--- src/rtl/popcount_pkg.sv ---
// Shared types and constants for the sequential population-count engine.
package popcount_pkg;

    typedef enum logic [1:0] {
        IDLE = 2'd0,
        RUN  = 2'd1,
        DONE = 2'd2
    } state_e;

    // Bits consumed per compute cycle.
    localparam int LUT_W = 4;

    function automatic int count_width(input int width);
        return $clog2(width + 1);
    endfunction

endpackage

--- src/rtl/popcount_nib4.sv ---
// Combinational ones count of a single nibble (0..4).
module popcount_nib4 (
    input  logic [3:0] nib_i,
    output logic [2:0] cnt_o
);

    always_comb begin
        cnt_o = 3'd0;
        unique case (nib_i)
            4'h0:                                      cnt_o = 3'd0;
            4'h1, 4'h2, 4'h4, 4'h8:                    cnt_o = 3'd1;
            4'h3, 4'h5, 4'h6, 4'h9, 4'hA, 4'hC:        cnt_o = 3'd2;
            4'h7, 4'hB, 4'hD, 4'hE:                    cnt_o = 3'd3;
            4'hF:                                      cnt_o = 3'd4;
            default:                                   cnt_o = 3'd0;
        endcase
    end

endmodule

--- src/rtl/popcount_seq.sv ---
// Multi-cycle ones/zeros counter: one nibble per cycle, result plus threshold flag
// returned over a valid/ready handshake.
module popcount_seq
    import popcount_pkg::*;
#(
    parameter  int WIDTH = 32,
    localparam int NIB   = WIDTH / LUT_W,
    localparam int CW    = count_width(WIDTH)
) (
    input  logic             clk,
    input  logic             rst,
    input  logic             in_valid,
    output logic             in_ready,
    input  logic [WIDTH-1:0] in_data,
    input  logic             in_mode,
    input  logic [CW-1:0]    in_thresh,
    output logic             out_valid,
    input  logic             out_ready,
    output logic [CW-1:0]    out_count,
    output logic             out_ge,
    output logic             busy
);

    localparam int IW = (NIB > 1) ? $clog2(NIB) : 1;

    // Handshakes: a transfer happens on a rising edge where valid && ready;
    // ready/valid here decode from state only, never from the partner's signal.
    state_e           state_q, state_d;
    logic [WIDTH-1:0] shreg_q, shreg_d;
    logic [CW-1:0]    thr_q, thr_d;
    logic [CW-1:0]    acc_q, acc_d;
    logic [IW-1:0]    idx_q, idx_d;
    logic [CW-1:0]    count_q, count_d;
    logic             ge_q, ge_d;
    logic [2:0]       nib_cnt;
    logic [CW-1:0]    sum;

    popcount_nib4 u_nib (
        .nib_i (shreg_q[LUT_W-1:0]),
        .cnt_o (nib_cnt)
    );

    assign sum       = acc_q + CW'(nib_cnt);
    assign in_ready  = ~rst && (state_q == IDLE);
    assign out_valid = ~rst && (state_q == DONE);
    assign busy      = (state_q != IDLE);
    assign out_count = count_q;
    assign out_ge    = ge_q;

    always_comb begin
        state_d = state_q;
        shreg_d = shreg_q;
        thr_d   = thr_q;
        acc_d   = acc_q;
        idx_d   = idx_q;
        count_d = count_q;
        ge_d    = ge_q;
        unique case (state_q)
            IDLE: begin
                // Counting zeros is counting ones of the inverted word.
                if (in_valid && in_ready) begin
                    shreg_d = in_mode ? ~in_data : in_data;
                    thr_d   = in_thresh;
                    acc_d   = '0;
                    idx_d   = '0;
                    state_d = RUN;
                end
            end
            RUN: begin
                acc_d   = sum;
                shreg_d = shreg_q >> LUT_W;
                idx_d   = idx_q + IW'(1);
                if (idx_q == IW'(NIB - 1)) begin
                    count_d = sum;
                    ge_d    = (sum >= thr_q);
                    state_d = DONE;
                end
            end
            DONE: begin
                if (out_ready) begin
                    state_d = IDLE;
                end
            end
            default: state_d = IDLE;
        endcase
    end

    always_ff @(posedge clk) begin
        if (rst) begin
            state_q <= IDLE;
            shreg_q <= '0;
            thr_q   <= '0;
            acc_q   <= '0;
            idx_q   <= '0;
            count_q <= '0;
            ge_q    <= 1'b0;
        end else begin
            state_q <= state_d;
            shreg_q <= shreg_d;
            thr_q   <= thr_d;
            acc_q   <= acc_d;
            idx_q   <= idx_d;
            count_q <= count_d;
            ge_q    <= ge_d;
        end
    end

endmodule

--- config.mk ---
export PLATFORM = sky130hd
export DESIGN_NAME = popcount_seq
export DESIGN_NICKNAME = d
export VERILOG_FILES = /design/src/rtl/popcount_pkg.sv /design/src/rtl/popcount_nib4.sv /design/src/rtl/popcount_seq.sv
export SDC_FILE = /design/constraint.sdc
export NUM_CORES = 1
export LEC_CHECK = 0
export BUFFER_PORTS_ARGS = -buffer_cell sky130_fd_sc_hd__clkbuf_2
export CAP_MARGIN = 20
export CORE_UTILIZATION = 55
export DETAILED_ROUTE_END_ITERATION = 8
export PLACE_DENSITY_LB_ADDON = 0.05
export SLEW_MARGIN = 20
export SYNTH_ARGS = -nofsm -noshare
export SYNTH_HDL_FRONTEND = slang
export SYNTH_SLANG_ARGS = --single-unit
--- constraint.sdc ---
create_clock -name clk -period 2.8 [get_ports clk]
set_input_delay 0.28 -clock clk [delete_from_list [all_inputs] [get_ports clk]]
set_output_delay 0.28 -clock clk [all_outputs]
set_load 0.01 [all_outputs]
---- Yosys cells after proc, flatten, opt, wreduce, memory -nomap -nowiden ----
Memories as Yosys holds them, arrays and structs flattened. A register that Yosys moved wholly into a read port is not among the register bits.
Cells that the tools add are included.
cells by class
  $add $sub $neg .......................... 2
  $lt $le $gt $ge ......................... 1
  eq/ne operators ......................... 6
  multiplexer cells ....................... 13
  bitwise operators ....................... 2
  reduce and logical (&&, ||, !) cells .... 10
operators with widths
  operator                                                          count
  32-bit 2-to-1 mux                                                 2
  32-bit one-hot mux with 2 select lines                            1
  32-bit inverter                                                   1
  6-bit one-hot mux with 2 select lines                             1
  4-bit 2-to-1 mux                                                  2
  6-bit by 3-bit adder with 6-bit output                            1
  6-bit >= comparator                                               1
  2-bit 2-to-1 mux                                                  3
  6-bit 2-to-1 mux                                                  1
  2-bit one-hot mux with 3 select lines                             1
  3-bit one-hot mux with 2 select lines                             1
  2-bit AND reduction                                               3
  2-bit != test (second input constant)                             2
  2-bit nonzero test                                                2
  3-bit by 1-bit adder with 3-bit output (second input constant)    1
  3-bit == test (second input constant)                             1
  1-bit logical AND                                                 3
  3-bit 2-to-1 mux                                                  1
  3-bit AND reduction                                               1
  2-bit by 1-bit == test with 1-bit output (second input constant)  1
  2-bit == test (second input constant)                             1
  2-bit logical NOT                                                 1
  2-bit by 1-bit != test with 1-bit output (second input constant)  1
  1-bit inverter                                                    1
storage, ports and cells
  register bits after elaboration ......... 56
  bits in read-only memories .............. 48
  bits of input ports ..................... 43
  output and inout port bits .............. 10
  word-level logic and storage cells ...... 42
  memories kept ........................... 1
memory list
  memory            words  bits a word  read ports  clocked after memory_dff  wr ports  RTL line            source
  (name not given)  16     3            1           1                         0         popcount_nib4.sv:9  unique case (nib_i)

---- Depth between registers and ports, before layout ----
Gate-level depths: netlist (run 1).
  depth after elaboration ................. 7
  mapped depth ............................ 9
  gate-level depth less buffers ........... 9

---- By module ----
Synthesis (run 1) repeated with hierarchy kept, for this count alone.
second synthesis, totals
  cell total of the unflattened synthesis .. 368
  area total of the unflattened synthesis .. 2979.1 um2
modules (own cells, without submodules)
  module         instances  cells each  area each (um2)
  popcount_seq   1          355         2881.5
  popcount_nib4  1          13          97.6

---- Worst setup path after synthesis (run 1) ----
No wires, ideal clock.
  kind .................................... register to register
  from .................................... register acc_q[0]
  to ...................................... register ge_q, in the netlist out_ge
  library setup time ...................... 0.120 ns
  arrival time ............................ 1.931 ns
  setup slack ............................. 0.750 ns
  cell stages (with the launch flop) ...... 10
  buffers on the path ..................... 0
  period minus slack after synthesis ...... 2.050 ns
  cells stage by stage .................... dfxtp_1 > ha_1 > fa_1 > a21o_1 > nand2_1 > xnor2_1 > ha_1 > o21ai_0 > a21oi_1 > o31a_1
on the way
  cells in the longest elaborated chain, start to end .. 2
RTL lines
  item                                    RTL line             source
  start, declared                         popcount_seq.sv:31   logic [CW-1:0] acc_q, acc_d;
  start signal, assigned                  popcount_seq.sv:93   acc_q <= '0;
  start signal, assigned                  popcount_seq.sv:101  acc_q <= acc_d;
  6-bit by 3-bit adder with 6-bit output  popcount_seq.sv:43   assign sum = acc_q + CW'(nib_cnt);
  net sum[4]                              popcount_seq.sv:36   logic [CW-1:0] sum;
  6-bit >= comparator                     popcount_seq.sv:75   ge_d = (sum >= thr_q);
  end signal, assigned                    popcount_seq.sv:104  ge_q <= ge_d;
  end, declared                           popcount_seq.sv:34   logic ge_q, ge_d;
The timed path passes the listed nets, and every way through them passes these cells.
A chain may end at the register's enable or synchronous reset.

---- Worst setup path after layout (run 1) ----
  from .................................... register acc_q[1]
  to ...................................... register ge_q, in the netlist out_ge
Same word-level chain as after synthesis.

==> metrics.csv, run 1 <==
stage,metric,value,unit
synthesis,async set-or-reset flop fraction in the synthesized netlist,0,
final_layout,Nets,460,
placed_design,IO buf count,52,
detailed_routing,post-detailed-route via-to-cell ratio,5.07,
clocking,clock-pin slew on the worst setup and hold paths,0.06,ns
die,die area,5660,um^2
clocking,Num CTS Buffers,9,
global_route,total gr overflow,0,
critical_path,end of the critical path,out_ge,
synthesis,Mapped Nets,418,
synthesis,Synth area leaders,"dfxtp_1 (40%), nor2_1 (12%), xnor2_1 (9.5%)",
die,total core area,5140,um^2
sta,Final Critical Period,2.21,ns
global_route,largest net degree at the start of global routing,62,
clocking,Skew-Pair Late Insertion Delay,0.33,ns
worst_hold_path,hold path startpoint,in_thresh[1],
clocking,CTS tree,built,
critical_path,r2r startpoint,acc_q[1],
global_route,GRT busiest layer,met2,
critical_path,critical path peak fanout,4,
placed_design,GP Congestion,0.781,
pwr,Clock power frac,0.351,
global_route,initial antenna violation count,0,
pwr,Sequential Power Share,0.477,
die,Vert. Die Dim,75.3,um
critical_path,Worst Setup Start Kind,register,
synthesis,cell area after synthesis,2950,um^2
global_route,first-pass GRT wire length,9070,um
final_layout,area grow syn2layout,15.6,%
clocking,Setup Buffers After CTS,0,
detailed_routing,total iterations of the first detailed-routing run,4,
critical_path,kind of critical path,reg2reg,
worst_hold_path,Hold Path Class,in2reg,
critical_path,Worst setup startpoint,acc_q[1],
clocking,CTS sink count,59,
clocking,Post-CTS Resized,0,
synthesis,Synth Instances,360,
sta,clk_skew,0.00472,ns
critical_path,CP endpoint kind,register,
critical_path,worst reg2reg endpoint,out_ge,
pwr,Max rail drop VDD,0.267,mV
global_route,vias in the first global route,2103,
die,FP Rows,26,
die,initial core utilization,0.574,
clocking,hold buffer count at CTS,0,
critical_path,r2r worst-path depth,9,
sta,Max-slew headroom,0.565,
run,MaxCap Viol Count,0,
global_route,routing usage on met1,0.269,
sta,achievable frequency,453,MHz
pwr,Combinational Power Share,0.172,
global_route,overall routing resource usage,0.215,
critical_path,CP arrival,2.43,ns
sta,Worst Tran Pin Value,0.652,ns
sta,final worst-path cycle share,0.789,
critical_path,Reg2Reg Setup Slack,0.59,ns
pwr,Pleak,1.49,nW
synthesis,Post-synth EDFFs,0,
critical_path,crit-path max cell delay,0.34,ns
clocking,Root Buffer,clkbuf_8,
synthesis,Synth Warn #,0,
critical_path,critical path data required time,3.02,ns
detailed_routing,antenna violation net count after detailed routing,0,
final_layout,fraction of layout cells with a size suffix above 1,0.189,
synthesis,#FFs+latches synth,59,
global_route,GR Util met3,0.0428,
synthesis,mean post-synth cell area,8.20,um^2
sta,fin. max-slew vios,0,
sta,endpoints failing hold,0,
critical_path,Critical-path top delay cell,dfxtp_1,
clocking,Max clock buf depth,2,
sta,Fin Setup TNS,0,ns
pwr,NetSw,0.526,mW
clocking,H-tree depth,3,
critical_path,CP Cell Sequence,"ha_1, a21o_1, a21oi_1, nor2_1, xor2_1, ha_1, o21ai_0, a21oi_1, o31a_1",
synthesis,share of the synthesized area in the top cell type,0.400,
sta,Finish-stage setup viols,0,
placed_design,Post-DP HPWL,3780,um
final_layout,final core utilization,0.664,
synthesis,fraction of the yosys area taken by sequential cells,0.400,
outcome,outcome,"complete, no violations",
global_route,GR Layer Usage met2,0.354,
detailed_routing,DRC Markers,0,
pwr,Sw Ratio,0.272,
die,Die Width,75.3,um
pwr,Power Density,567,nW/um^2
detailed_routing,Iter 0 DRT Violations,110,
detailed_routing,drt wl/cell,11.9,um
die,I/O pins,53,
detailed_routing,via count,2420,
synthesis,Synth Flop Type,dfxtp_1,
detailed_routing,Routed Wire Length,5680,um
sta,RSZ-0062 raised after global routing,false,
pwr,Internal Power,1.41,mW
synthesis,Yosys cell types,31,
synthesis,Synth area leader,dfxtp_1,
final_layout,diode count,0,
==> metal layers <==
metal | part of all wire | up-vias
met2 | 0.44 | 41
met5 | 0 | -
li1 | - | 1299
met1 | 0.51 | 1072
met3 | 0.035 | 8
met4 | 0.012 | 0
==> cells in the final DEF (no fill, tap or decap), drive strengths merged, types with 7 or more instances in the layout <==
cell    synthesis  layout
inv             8       8
ha             14      14
nor3            7       7
a211oi         27      27
nor2           92      92
xnor2          32      32
a22oi           9       9
nand2          11      11
a21oi          44      44
dfxtp          59      59
clkbuf          8      66
==> logic make-up after synthesis <==
| family | share of synthesized area |
|---|---|
| compound gates | 0.198 |
| xor+xnor | 0.113 |
| fa+ha+maj | 0.0661 |
| buf+inv | 0.0496 |
| flops | 0.400 |
| mux | 0.00339 |
| simple gates | 0.170 |
==> cell usage after synthesis (6+ instances only) <==
cell type  instances
xnor2_1           32
clkbuf_1           8
xor2_1             6
a21oi_1           42
nor2_1            92
a211oi_1          27
inv_1              8
dfxtp_1           59
nor3_1             7
buf_2             12
buf_1              7
a22oi_1            9
nand2_1           11
ha_1              14
==> per-stage QoR <==
step | power [mW] | hold WS, ns | setup slack, ns | cell area (um^2) | cells
2_1_floorplan | 1.19 | 0.419 | 0.750 | 2950 | 360
4_1_cts | 1.96 | 0.164 | 0.599 | 3410 | 477
5_1_grt | 2.04 | 0.199 | 0.415 | 3410 | 477
3_3_place_gp | 1.27 | 0.442 | 0.661 | 3240 | 461
6_report | 1.93 | 0.174 | 0.592 | 3410 | 477
3_5_place_dp | 1.28 | 0.446 | 0.620 | 3240 | 461
==> worst max-delay path, delay by kind of cell, from the launching register on <==
kind,cells,cell delay (ns)
AO/OA/AOI/OAI,5,0.85
adder cells (fa/ha/maj),2,0.58
flip-flops,1,0.34
XOR/XNOR,1,0.24
AND/OR/NAND/NOR,1,0.10
==> sequential cells by signal, summed over array words and instances, names as in the netlist <==
signal and flops:
idx_q 3, shreg_q 32, out_count 6, out_ge 1
state_q 2, acc_q 6, thr_q 6, u_nib.cnt_o 3
==> final cells by class <==
type	count	area, um^2
fill	502	1730
clock inverter	2	10.0
inverter	8	30.0
multi-input combinational	266	1630
clock buffer	14	163
tap	70	87.6
timing repair buffer	58	305
sequential	59	1180
==> worst min-delay path by stage <==
stage,end,slack (ns),cells after the start
final,thr_q[1],0.17,3
after global routing,thr_q[2],0.20,3
after CTS,thr_q[1],0.16,3
after detailed placement,out_count[3],0.45,2
after global placement,out_count[1],0.44,2
after floorplan,thr_q[1],0.42,2
==> power groups by stage <==
stage,sequential (mW),combinational (mW),clock [mW]
floorplan,0.933,0.258,0
global placement,0.939,0.328,0
detailed placement,0.941,0.335,0
CTS,0.923,0.336,0.699
global route,0.929,0.382,0.730
finish,0.923,0.333,0.678
Power figures use the tool's default switching activity.
==> run 2: changes to the inputs <==
Settings changed: ABC_AREA from default to 1, CORE_UTILIZATION 55 to 56.
Clock period 2.8 ns to 2.31 ns, I/O delays scaled along.
==> run 2 against run 1 <==
Effect of this change: register-to-register slack lost 0.46 ns; worst hold slack worse by 0.030 ns; die area increased by 4.0%; wire length rose by 19%; largest cell class unchanged; largest power group unchanged.
==> metrics.csv, run 2 <==
stage,metric,value,unit
global_route,vias in the first global route,2671,
sta,Fin Setup TNS,0,ns
synthesis,Post-synth EDFFs,0,
detailed_routing,DRC Markers,0,
die,Die Width,76.8,um
synthesis,share of the synthesized area in the top cell type,0.377,
synthesis,Synth Instances,417,
synthesis,mean post-synth cell area,7.50,um^2
placed_design,IO buf count,52,
final_layout,"commonest non-fill, non-tap cell in the layout",nand2_1,
outcome,outcome,"complete, no violations",
sta,Finish-stage setup viols,0,
synthesis,Yosys cell types,37,
clocking,Num CTS Buffers,9,
final_layout,fin cells,538,
clocking,CTS tree,built,
worst_hold_path,Hold Crit Depth,3,
critical_path,CP arrival,2.40,ns
global_route,first-pass GRT wire length,11600,um
die,FP Rows,26,
synthesis,Mapped Nets,475,
die,Vert. Die Dim,76.8,um
final_layout,fraction of layout cells with a size suffix above 1,0.218,
clocking,CTS sink count,59,
detailed_routing,antenna violation net count after detailed routing,0,
placed_design,placed cell count,521,
synthesis,async set-or-reset flop fraction in the synthesized netlist,0,
sta,endpoints failing hold,0,
synthesis,cell area after synthesis,3130,um^2
synthesis,Synth area leader,dfxtp_1,
detailed_routing,post-detailed-route via-to-cell ratio,5.25,
worst_hold_path,Hold Path Class,in2reg,
sta,achievable frequency,459,MHz
clocking,Root Buffer,clkbuf_8,
synthesis,"count leader, synth",nand2_1,
placed_design,Post-DP HPWL,4630,um
sta,final worst-path cycle share,0.942,
detailed_routing,Routed Wire Length,6780,um
run,MaxCap Viol Count,0,
critical_path,r2r startpoint,acc_q[0],
critical_path,kind of critical path,reg2reg,
global_route,total gr overflow,0,
placed_design,GP Congestion,0.790,
global_route,largest net degree at the start of global routing,51,
clocking,Max clock buf depth,2,
critical_path,worst reg2reg endpoint,out_ge,
die,initial core utilization,0.597,
worst_hold_path,hold path startpoint,in_thresh[0],
critical_path,Worst Setup Start Kind,register,
die,total core area,5240,um^2
critical_path,critical path peak fanout,2,
pwr,Pleak,1.62,nW
worst_hold_path,Worst Hold Path EP,thr_q[0],
critical_path,CP endpoint kind,register,
detailed_routing,total iterations of the first detailed-routing run,4,
final_layout,Largest register FFs,32,
final_layout,Nets,521,
final_layout,most frequent cells in the layout,"nand2_1 (90), dfxtp_1 (59), clkbuf_2 (52)",
sta,Max-slew headroom,0.713,
final_layout,Top reg by flops,shreg_q,
final_layout,fill count,490,
synthesis,Synth area leaders,"dfxtp_1 (38%), nand2_1 (11%), o21ai_0 (8.0%)",
pwr,Power Density,708,nW/um^2
synthesis,Post-synth top cells,"nand2_1 (90), dfxtp_1 (59), o21ai_0 (50), a21oi_1 (39), inv_1 (30)",
detailed_routing,Iter 0 DRT Violations,131,
clocking,Skew-Pair Late Insertion Delay,0.33,ns
synthesis,Synth Flop Type,dfxtp_1,
critical_path,Reg2Reg Setup Slack,0.13,ns
clocking,H-tree depth,3,
pwr,Final Power,2.56,mW
synthesis,fraction of the yosys area taken by sequential cells,0.377,
clocking,clock-pin slew on the worst setup and hold paths,0.07,ns
clocking,hold buffer count at CTS,0,
critical_path,critical path data required time,2.54,ns
global_route,overall routing resource usage,0.247,
global_route,initial antenna violation count,0,
detailed_routing,via count,2826,
detailed_routing,drt wl/cell,12.6,um
final_layout,diode count,0,
pwr,Max rail drop VDD,0.419,mV
sta,clk_skew,0.00933,ns
die,die area,5890,um^2
final_layout,area grow syn2layout,15.4,%
sta,Worst Tran Pin Value,0.431,ns
critical_path,r2r worst-path depth,12,
sta,Final Critical Period,2.18,ns
die,I/O pins,53,
synthesis,#FFs+latches synth,59,
sta,fin. max-slew vios,0,
synthesis,Synth Warn #,0,
run 2: cell count changes in the layout (fill, tap and decap cells not counted), moves of 5 or more:
cell | previous run | this run
nand2_1 | 11 | 90
nor2_1 | 92 | 20
o21ai_0 | 2 | 50
xnor2_1 | 32 | 7
a211oi_1 | 27 | 5
inv_1 | 8 | 30
a31oi_1 | 0 | 16
nand3_1 | 0 | 11
a22oi_1 | 9 | 0
nand4_1 | 0 | 6
nor2_2 | 0 | 6
nor3_1 | 7 | 2
run 2: per-stage QoR:
step	cell area [um^2]	util	hold WS (ns)	worst slack (ns)
5_1_grt	3610	0.690	0.126	-0.0152
2_1_floorplan	3130	-	0.374	0.273
3_5_place_dp	3370	0.644	0.458	0.0906
6_report	3610	0.690	0.144	0.133
3_3_place_gp	3370	0.644	0.452	0.148
4_1_cts	3590	0.685	0.126	0.0701
run 2: critical path: stages, from the launching register on:
cell      delay (ns)
dfxtp_1         0.31
ha_1            0.22
fa_2            0.37
a21oi_2         0.12
nor2_1          0.06
xor2_1          0.23
ha_1            0.29
nand2_1         0.10
a21oi_1         0.05
nor2_1          0.09
nand4_1         0.10
o211ai_1        0.10
inv_1           0.06
run 2: logic make-up (layout without fill, tap and decap cells):
kind of cell             after synthesis  count (layout)  synth area share
XOR/XNOR                              15              15            0.0420
AO/OA/AOI/OAI                        122             122             0.212
flip-flops                            59              59             0.377
adder cells (fa/ha/maj)               15              15            0.0624
buffers and inverters                 61             112            0.0964
AND/OR/NAND/NOR                      145             145             0.210
run 2: what timing repair did:
item / CTS / global route
hold endpoints to repair: 0 / 0
resized for setup: 0 / 3
setup endpoints to repair: 0 / 1
buffers inserted: 0 / 1
run 2: how the worst max path moves through the flow:
| stage | start | endpoint | slack [ns] | cells past startpoint |
|---|---|---|---|---|
| after CTS | acc_q[0] | out_ge | 0.07 | 12 |
| after floorplan | acc_q[0] | out_ge | 0.27 | 12 |
| after detailed placement | acc_q[0] | out_ge | 0.09 | 12 |
| final | acc_q[0] | out_ge | 0.13 | 12 |
| after global placement | acc_q[0] | out_ge | 0.15 | 12 |
| after global routing | acc_q[0] | out_ge | -0.02 | 12 |
run 2: routing by layer:
layer,vias up,share of wire,GRT usage
met5,-,0,0
li1,1486,-,-
met4,0,0.011,0.0865
met3,6,0.043,0.0667
met1,1272,0.48,0.303
met2,62,0.46,0.412
run 2: power by group:
part	switching [mW]	total [mW]	internal [mW]
registers	0.0387	1.13	1.10
clock network	0.393	0.976	0.583
logic	0.273	0.448	0.175
run 2: layout make-up:
| cell class | instances | area, um^2 | share of cell area |
|---|---|---|---|
| tap | 70 | 87.6 | 0.0242 |
| inverter | 35 | 138 | 0.0381 |
| clock buffer | 12 | 165 | 0.0457 |
| sequential | 59 | 1180 | 0.327 |
| multi-input combinational | 297 | 1670 | 0.461 |
| clock inverter | 4 | 47.5 | 0.0132 |
| timing repair buffer | 61 | 328 | 0.0908 |
==> run 3: changes to the inputs <==
Settings changed: SETUP_SLACK_MARGIN from default to 0.5.
==> run 3 against run 2 <==
Effect of this change: core utilization grew 2.2 points; highest routed layer unchanged; via count is 1.1% higher; critical path type unchanged; critical path depth unchanged; non-clock buffer count up 4; power grew 4.9%; worst setup slack better by 0.090 ns; clock-buffer cell count shrank 1; final cell count up 0.74%.
==> metrics.csv, run 3 (synthesized netlist as in run 2, its figures left out) <==
stage,metric,value,unit
outcome,outcome,"complete, no violations",
run,MaxCap Viol Count,0,
critical_path,critical path peak fanout,2,
sta,achievable frequency,479,MHz
global_route,largest net degree at the start of global routing,51,
placed_design,placed cell count,521,
sta,Max-slew headroom,0.719,
clocking,Skew-Pair Late Insertion Delay,0.34,ns
critical_path,kind of critical path,reg2reg,
final_layout,post-route cell area,3730,um^2
placed_design,Post-DP HPWL,4610,um
placed_design,Post-DP Area,3380,um^2
detailed_routing,drt wl/cell,12.7,um
sta,RSZ-0062 raised after global routing,true,
detailed_routing,via count,2858,
global_route,first-pass GRT wire length,12100,um
pwr,Final Power,2.68,mW
final_layout,most frequent cells in the layout,"nand2_1 (89), dfxtp_1 (53), clkbuf_2 (52)",
pwr,NetSw,0.729,mW
final_layout,fill count,449,
detailed_routing,total iterations of the first detailed-routing run,4,
sta,clk_skew,0.00719,ns
final_layout,sequential cell area,1190,um^2
final_layout,fin cells,542,
detailed_routing,Iter 0 DRT Violations,205,
clocking,clock-pin slew on the worst setup and hold paths,0.06,ns
critical_path,CP endpoint kind,register,
global_route,total gr overflow,0,
sta,fin. max-slew vios,0,
die,Die Width,76.8,um
placed_design,GP Congestion,0.829,
detailed_routing,antenna violation net count after detailed routing,0,
worst_hold_path,Hold Path Class,in2reg,
clocking,Num CTS Buffers,9,
clocking,H-tree depth,3,
clocking,CTS tree,built,
clocking,Root Buffer,clkbuf_8,
global_route,vias in the first global route,2727,
die,initial core utilization,0.597,
die,I/O pins,53,
sta,Finish-stage setup viols,0,
sta,setup ws final,0.224,ns
pwr,Sequential Power Share,0.425,
placed_design,IO buf count,52,
detailed_routing,post-detailed-route via-to-cell ratio,5.27,
pwr,Clock power frac,0.397,
final_layout,Nets,525,
sta,Final Critical Period,2.09,ns
die,die area,5890,um^2
final_layout,"commonest non-fill, non-tap cell in the layout",nand2_1,
global_route,initial antenna violation count,0,
final_layout,Largest register FFs,32,
detailed_routing,DRC Markers,0,
global_route,overall routing resource usage,0.260,
die,FP Rows,26,
sta,final worst-path cycle share,0.903,
sta,endpoints failing hold,0,
final_layout,Top reg by flops,shreg_q,
final_layout,diode count,0,
final_layout,area grow syn2layout,19.2,%
pwr,Internal Power,1.96,mW
critical_path,CP arrival,2.31,ns
final_layout,fraction of layout cells with a size suffix above 1,0.254,
clocking,CTS sink count,59,
pwr,Combinational Power Share,0.178,
detailed_routing,Routed Wire Length,6880,um
die,total core area,5240,um^2
final_layout,area of the multi-input gates,1720,um^2
clocking,Max clock buf depth,2,
sta,Worst Tran Pin Value,0.421,ns
pwr,Max rail drop VDD,0.477,mV
die,Vert. Die Dim,76.8,um
pwr,Sw Ratio,0.272,
sta,Fin Setup TNS,0,ns
pwr,Power Density,720,nW/um^2
placed_design,post-place setup slack,0.161,ns
pwr,Pleak,1.67,nW
critical_path,Worst Setup Start Kind,register,
critical_path,critical path data required time,2.54,ns
run 3: worst max-delay path: stages (launching register included):
cell and delay [ns]:
dfxtp_2 0.33, ha_4 0.16, fa_2 0.35, a21oi_2 0.14, nor2_1 0.06, xor2_1 0.22, ha_1 0.28, nand2_2 0.08
a21oi_1 0.04, nor2_1 0.08, nand4_1 0.10, o211ai_1 0.10, inv_1 0.05
run 3: layout make-up:
| cell class | count | share of cell area |
|---|---|---|
| Multi-Input combinational cell | 297 | 0.462 |
| Sequential cell | 59 | 0.319 |
| Timing Repair Buffer | 65 | 0.0970 |
| Clock buffer | 11 | 0.0406 |
| Inverter | 35 | 0.0376 |
| Tap cell | 70 | 0.0235 |
| Clock inverter | 5 | 0.0201 |
run 3: timing repair:
| item | in CTS | in global routing |
|---|---|---|
| gates resized for setup | 8 | 12 |
| setup buffers | 4 | 1 |
| setup endpoints to repair | 2 | 6 |
| hold buffers | 0 | 0 |
| pin swaps | 5 | 5 |
run 3: layer usage:
layer,part of all wire,global-route usage,up-vias
met5,0,0,-
li1,-,-,1492
met2,0.46,0.404,78
met1,0.47,0.330,1274
met3,0.050,0.0655,14
met4,0.022,0.137,0
run 3: power by group through the flow:
stage	Clock (mW)	Combinational (mW)	Sequential, mW
floorplan	0	0.346	1.14
global placement	0	0.435	1.15
detailed placement	0	0.451	1.15
CTS	1.08	0.466	1.14
global route	1.13	0.546	1.15
finish	1.07	0.478	1.14
run 3: metrics by stage:
| stage | utilization | hold slack (ns) |
|---|---|---|
| CTS | 0.702 | 0.123 |
| detailed placement | 0.646 | 0.460 |
| finish | 0.712 | 0.140 |
| floorplan | - | 0.374 |
| global placement | 0.646 | 0.453 |
| global route | 0.712 | 0.129 |
run 3: path summary, 6_finish.rpt:
path	start	endpoint	slack [ns]	cells after the start
max	acc_q[0]	out_ge	0.22	12
min	in_thresh[0]	thr_q[0]	0.14	3
max reg2reg	acc_q[0]	out_ge	0.22	12
min reg2reg	idx_q[1]	idx_q[1]	0.47	2
